## src/rtl/cpu_types_pkg.sv

```systemverilog
// Shared CPU types used by the pipeline controller.
//   regbits_t     : 5-bit register select
//   pctrl_state_t : halt-drain FSM state (RUN, DRAIN, HALTED)
//   DRAIN_W       : width of the drain counter
package cpu_types_pkg;

    typedef logic [4:0] regbits_t;

    typedef enum logic [1:0] {
        RUN,
        DRAIN,
        HALTED
    } pctrl_state_t;

    localparam int DRAIN_W = 2;

endpackage

```

## src/rtl/pipe_perf_cnt.sv

```systemverilog
// Saturating performance counter.
//   CLK  : clock
//   RST  : synchronous active-high clear
//   inc  : count this cycle
//   cnt  : current count, sticks at all-ones
// Only part of the build when PIPE_PERF_CNT_EN is defined.
`ifdef PIPE_PERF_CNT_EN
module pipe_perf_cnt #(
    parameter int CNT_W = 32
) (
    input  logic             CLK,
    input  logic             RST,
    input  logic             inc,
    output logic [CNT_W-1:0] cnt
);

    always_ff @(posedge CLK) begin
        if (RST) begin
            cnt <= '0;
        end else if (inc && (cnt != '1)) begin
            cnt <= cnt + 1'b1;
        end
    end

endmodule
`endif

```

## src/rtl/pipeline_ctrl.sv

```systemverilog
// Pipeline sequencer paired with the hazard unit.
// Forwards stage-register fields to the hazard unit, converts its
// flush/stall plus cache hits into per-latch enable/flush strobes, and
// runs the halt-drain FSM (RUN -> DRAIN -> HALTED).
// Ports:
//   CLK, RST                  clock, synchronous active-high reset
//   ihit, dhit, mem_req       cache hits, MEM-stage memory request
//   id_rs, id_rt, ex_rd       register selects from ID / EX
//   ex_memread, ex_halt,
//   ex_pc_mux, mem_datomic    stage flags
//   hz_flush, hz_stall        from hazard unit
//   hz_*                      to hazard unit (combinational pass-through)
//   pc_en, *_en, *_flush      latch enable / bubble strobes (flush wins)
//   halt_out                  registered, core halted
// Macro PIPE_PERF_CNT_EN adds stall_cnt, flush_cnt, bubble_cnt (CNT_W).
module pipeline_ctrl
    import cpu_types_pkg::*;
#(
    parameter int DRAIN_CYCLES = 3
`ifdef PIPE_PERF_CNT_EN
  , parameter int CNT_W        = 32
`endif
) (
    input  logic     CLK,
    input  logic     RST,
    input  logic     ihit,
    input  logic     dhit,
    input  logic     mem_req,
    input  regbits_t id_rs,
    input  regbits_t id_rt,
    input  regbits_t ex_rd,
    input  logic     ex_memread,
    input  logic     ex_halt,
    input  logic     ex_pc_mux,
    input  logic     mem_datomic,
    input  logic     hz_flush,
    input  logic     hz_stall,
    output logic     hz_pc_mux,
    output logic     hz_memread,
    output logic     hz_halt,
    output logic     hz_datomic,
    output regbits_t hz_wsel,
    output regbits_t hz_rsel1,
    output regbits_t hz_rsel2,
    output logic     pc_en,
    output logic     ifid_en,
    output logic     ifid_flush,
    output logic     idex_en,
    output logic     idex_flush,
    output logic     exmem_en,
    output logic     exmem_flush,
    output logic     memwb_en,
    output logic     halt_out
`ifdef PIPE_PERF_CNT_EN
  , output logic [CNT_W-1:0] stall_cnt,
    output logic [CNT_W-1:0] flush_cnt,
    output logic [CNT_W-1:0] bubble_cnt
`endif
);

    pctrl_state_t       state;
    logic [DRAIN_W-1:0] dcnt;
    logic               mem_stall;

    assign mem_stall  = mem_req & ~dhit;

    assign hz_wsel    = ex_rd;
    assign hz_rsel1   = id_rs;
    assign hz_rsel2   = id_rt;
    assign hz_memread = ex_memread;
    assign hz_pc_mux  = ex_pc_mux;
    assign hz_halt    = ex_halt;
    assign hz_datomic = mem_datomic;

    always_ff @(posedge CLK) begin
        if (RST) begin
            state    <= RUN;
            dcnt     <= '0;
            halt_out <= 1'b0;
        end else begin
            case (state)
                RUN: begin
                    if (ex_halt && !mem_stall) begin
                        state <= DRAIN;
                        dcnt  <= DRAIN_W'(DRAIN_CYCLES - 1);
                    end
                end
                DRAIN: begin
                    // A dcache miss freezes MEM/WB, so the count holds with it.
                    if (!mem_stall) begin
                        if (dcnt == '0) begin
                            state    <= HALTED;
                            halt_out <= 1'b1;
                        end else begin
                            dcnt <= dcnt - 1'b1;
                        end
                    end
                end
                HALTED: begin
                    halt_out <= 1'b1;
                end
                default: begin
                    state <= RUN;
                end
            endcase
        end
    end

    always_comb begin
        pc_en       = 1'b0;
        ifid_en     = 1'b0;
        ifid_flush  = 1'b0;
        idex_en     = 1'b0;
        idex_flush  = 1'b0;
        exmem_en    = 1'b0;
        exmem_flush = 1'b0;
        memwb_en    = 1'b0;
        if (RST) begin
            ifid_flush  = 1'b1;
            idex_flush  = 1'b1;
            exmem_flush = 1'b1;
        end else begin
            case (state)
                RUN: begin
                    if (mem_stall) begin
                        // whole pipe frozen: all strobes stay low
                    end else if (hz_flush) begin
                        pc_en      = ihit;
                        ifid_flush = 1'b1;
                        idex_flush = 1'b1;
                        exmem_en   = 1'b1;
                        memwb_en   = 1'b1;
                    end else if (hz_stall) begin
                        idex_flush = 1'b1;
                        exmem_en   = 1'b1;
                        memwb_en   = 1'b1;
                    end else if (!ihit) begin
                        ifid_flush = 1'b1;
                        idex_en    = 1'b1;
                        exmem_en   = 1'b1;
                        memwb_en   = 1'b1;
                    end else begin
                        pc_en    = 1'b1;
                        ifid_en  = 1'b1;
                        idex_en  = 1'b1;
                        exmem_en = 1'b1;
                        memwb_en = 1'b1;
                    end
                end
                DRAIN: begin
                    ifid_flush = 1'b1;
                    idex_flush = 1'b1;
                    exmem_en   = ~mem_stall;
                    memwb_en   = ~mem_stall;
                end
                default: begin
                end
            endcase
        end
    end

`ifdef PIPE_PERF_CNT_EN
    logic run_cyc;
    logic stall_inc;
    logic flush_inc;
    logic bubble_inc;

    assign run_cyc    = (state == RUN) && !RST;
    assign stall_inc  = run_cyc && (mem_stall || (!hz_flush && hz_stall));
    assign flush_inc  = run_cyc && !mem_stall && hz_flush;
    assign bubble_inc = run_cyc && !mem_stall && !hz_flush && !hz_stall && !ihit;

    pipe_perf_cnt #(.CNT_W(CNT_W)) u_stall_cnt (
        .CLK (CLK),
        .RST (RST),
        .inc (stall_inc),
        .cnt (stall_cnt)
    );

    pipe_perf_cnt #(.CNT_W(CNT_W)) u_flush_cnt (
        .CLK (CLK),
        .RST (RST),
        .inc (flush_inc),
        .cnt (flush_cnt)
    );

    pipe_perf_cnt #(.CNT_W(CNT_W)) u_bubble_cnt (
        .CLK (CLK),
        .RST (RST),
        .inc (bubble_inc),
        .cnt (bubble_cnt)
    );
`endif

endmodule

```

## config.mk

```make
export PLATFORM = sky130hd
export DESIGN_NAME = pipeline_ctrl
export DESIGN_NICKNAME = d
export VERILOG_FILES = /design/src/rtl/cpu_types_pkg.sv /design/src/rtl/pipe_perf_cnt.sv /design/src/rtl/pipeline_ctrl.sv
export SDC_FILE = /design/constraint.sdc
export NUM_CORES = 1
export LEC_CHECK = 0
export CORE_MARGIN = 4
export CORE_UTILIZATION = 25
export DETAILED_ROUTE_END_ITERATION = 6
export PLACE_DENSITY = 0.76
export RECOVER_POWER = 100
export SYNTH_ARGS = -nofsm -noshare
export SYNTH_HDL_FRONTEND = slang
export SYNTH_SLANG_ARGS = --single-unit
```

## constraint.sdc

```tcl
create_clock -name CLK -period 1.46 [get_ports CLK]
set_input_delay 0.292 -clock CLK [delete_from_list [all_inputs] [get_ports CLK]]
set_output_delay 0.292 -clock CLK [all_outputs]
set_load 0.05 [all_outputs]
```

==> impl_metrics.toml <==
[min_path]
hold_path_depth = 4
hold_class = "input pin to flip-flop"

[cts]
clockBufferDepth = 2
cts-hold-fix-buffers = 0
clkTransAtPathRegs_ps = 40
cts_tree = "built"
htreeDepth = 1
clock_latency_ps = 250
cts-root-buf = "clkbuf_4"
cts_buffers = 3
cts_sinks = 5

[critical_path]
critPathCaptureType = "output pin"
worstSetupPathType = "flip-flop to output pin"
cp.arrival_ps = 1260
crit_fanout = 3
worst_r2r_path_depth = 5
crit_path_start_kind = "flip-flop"
required_ps = 1170

[power_and_ir_drop]
p_per_area_nw_per_um2 = 853
total_power_mw = 0.664
power_leakage_nw = 0.358
internal_power_mw = 0.423
ir_worst_vdd_uv = 586
comb_power_share_pct = 50.8
clockPowerShare_pct = 24.6
seqPwrFrac_pct = 24.6
p_sw_mw = 0.241
sw_frac_of_total_pct = 36.3

[die]
num_io_pins = 54
die_area_um2 = 2790
rows = 15
fp.dieW_um = 52.9
start_util_pct = 27.6
die_h_um = 52.9
core_area_um2 = 1820

[routing]
num_vias = 442
ant_nets = 0
drc_errors = 0
drtIter0Drc = 9
via_per_inst = 4.42
dr.pass1.iters = 4
avgRoutedWirePerCell_um = 11.8
wl_mm = 1.18

[sta]
finalHoldViolCount = 0
timing.fmax_ghz = 0.644
fin_ws_ps = -92.5
worst_pin_slew_ps = 500
skew_ps = 3.74
fin_crit_ps = 1550
drv_slew = 0
finalSetupViolCount = 7
tns_ps = -394
fin_crit_sh_pct = 106
slew_headroom_pct = 66.6
grt_setup_unrepaired = "true"

[synthesis]
synth_area_per_cell_um2 = 7.62
synth_nets = 93
ys_seq_area_share_pct = 19.9
syn_inst = 66
async_flop_share_pct = 0
ys_ff_latch = 5
synth_cell_type_count = 21
ys.flop_type = "dfxtp_1"
synth_edf_count = 0
synth.cell_area_um2 = 503
yosysWarnings = 0

[global_routing]
grt_antenna_before_repair = 0
grt_pass1_vias = 385
grt_pass1_wl_mm = 1.61
grt-ovfl-total = 0
grt_usage_pct = 8.07
grt_max_degree = 12

[layout]
fin_nets = 103
fill_cells = 185
stdcell_area_um2 = 778
final_cell_mix = "buf_4, nor2_1, buf_6"
drive_above_1_share_pct = 57.3
final_common_cell = "buf_4"
final_core_util_pct = 42.7
diodes = 0
area_delta_synth_final_pct = 54.7

[status]
violations = "setup timing"
status = "finished with violations"

[placement]
place_ws_ps = -398
post_dp_cell_area_um2 = 688
gp_congestion = 0.645
port-buffer-count = 17
dp_hpwl_um = 846

[job]
max_cap_violations = 0
## what timing repair did
action                     in CTS  in global routing
setup endpoints to repair       7                  9
pin swaps                       6                  3
hold endpoints to repair        0                  0
buffers inserted                1                  1
resized for setup              23                 11
## final cells by class
| cell class | instances | area [um2] | share of cell area [%] |
|---|---|---|---|
| inverter | 2 | 7.51 | 0.965 |
| clock buffer | 4 | 26.3 | 3.38 |
| sequential | 5 | 103 | 13.2 |
| timing repair buffer | 29 | 305 | 39.2 |
| multi-input combinational | 35 | 305 | 39.2 |
| tap | 25 | 31.3 | 4.02 |
## sequential cells by signal (all words and copies together), names as in the netlist
signal	flops
dcnt	2
halt_out	1
state	2
## through the flow
stage / std cells / hold slack [ps]
after floorplan: 66 / 463
after global placement: 94 / 475
final: 100 / 450
after CTS: 99 / 421
after global routing: 100 / 458
after detailed placement: 94 / 492
## final timing paths
kind / from / to / slack, ps
hold reg to reg: halt_out$_SDFFE_PP0P_ / halt_out$_SDFFE_PP0P_ / 470
hold / removal: mem_req / state[0]$_SDFFE_PP0P_ / 450
setup reg to reg: dcnt[0]$_SDFFE_PP0P_ / dcnt[1]$_SDFFE_PP0P_ / 50
setup / recovery: state[1]$_SDFFE_PP0P_ / pc_en / -90
## worst max-delay path, cell delays in order, from the launching register on
cell     delay (ps)
dfxtp_2         320
nor4_2          240
buf_4           160
and3_4          180
buf_12          130
## layer usage
layer,wire length [um],share of wire (%),track usage (%)
met5,0,0,0
met4,29,2.5,7.23
met3,138,12,4.23
met2,570,48,12.2
met1,443,37,7.91
## synth_stat cells, types with 2 or more instances
| cell | instances | area, um2 |
|---|---|---|
| nor4_1 | 2 | 12.5 |
| clkbuf_1 | 2 | 7.51 |
| nand2b_1 | 6 | 37.5 |
| and3_1 | 2 | 12.5 |
| a21oi_1 | 2 | 10.0 |
| o21ba_1 | 2 | 20.0 |
| o31ai_1 | 2 | 15.0 |
| nor2b_1 | 3 | 18.8 |
| nor2_1 | 7 | 26.3 |
| nand2_1 | 2 | 7.51 |
| dfxtp_1 | 5 | 100 |
| inv_1 | 2 | 7.51 |
| buf_4 | 21 | 158 |
## power groups by stage
stage                     clock network, mW  registers (mW)  logic, mW
after global placement                    0           0.165      0.301
after floorplan                           0           0.179      0.299
after detailed placement                  0           0.165      0.307
after CTS                             0.170           0.166      0.324
after global routing                  0.182           0.165      0.357
final                                 0.164           0.163      0.337
## cells by family after synthesis
group | count (synthesis) | share of synthesized area (%)
compound gates | 8 | 12.9
fa+ha+maj | 1 | 2.49
flops | 5 | 19.9
buf+inv | 26 | 35.3
mux | 2 | 4.23
simple gates | 24 | 25.1
Power figures use the tool's default switching activity.
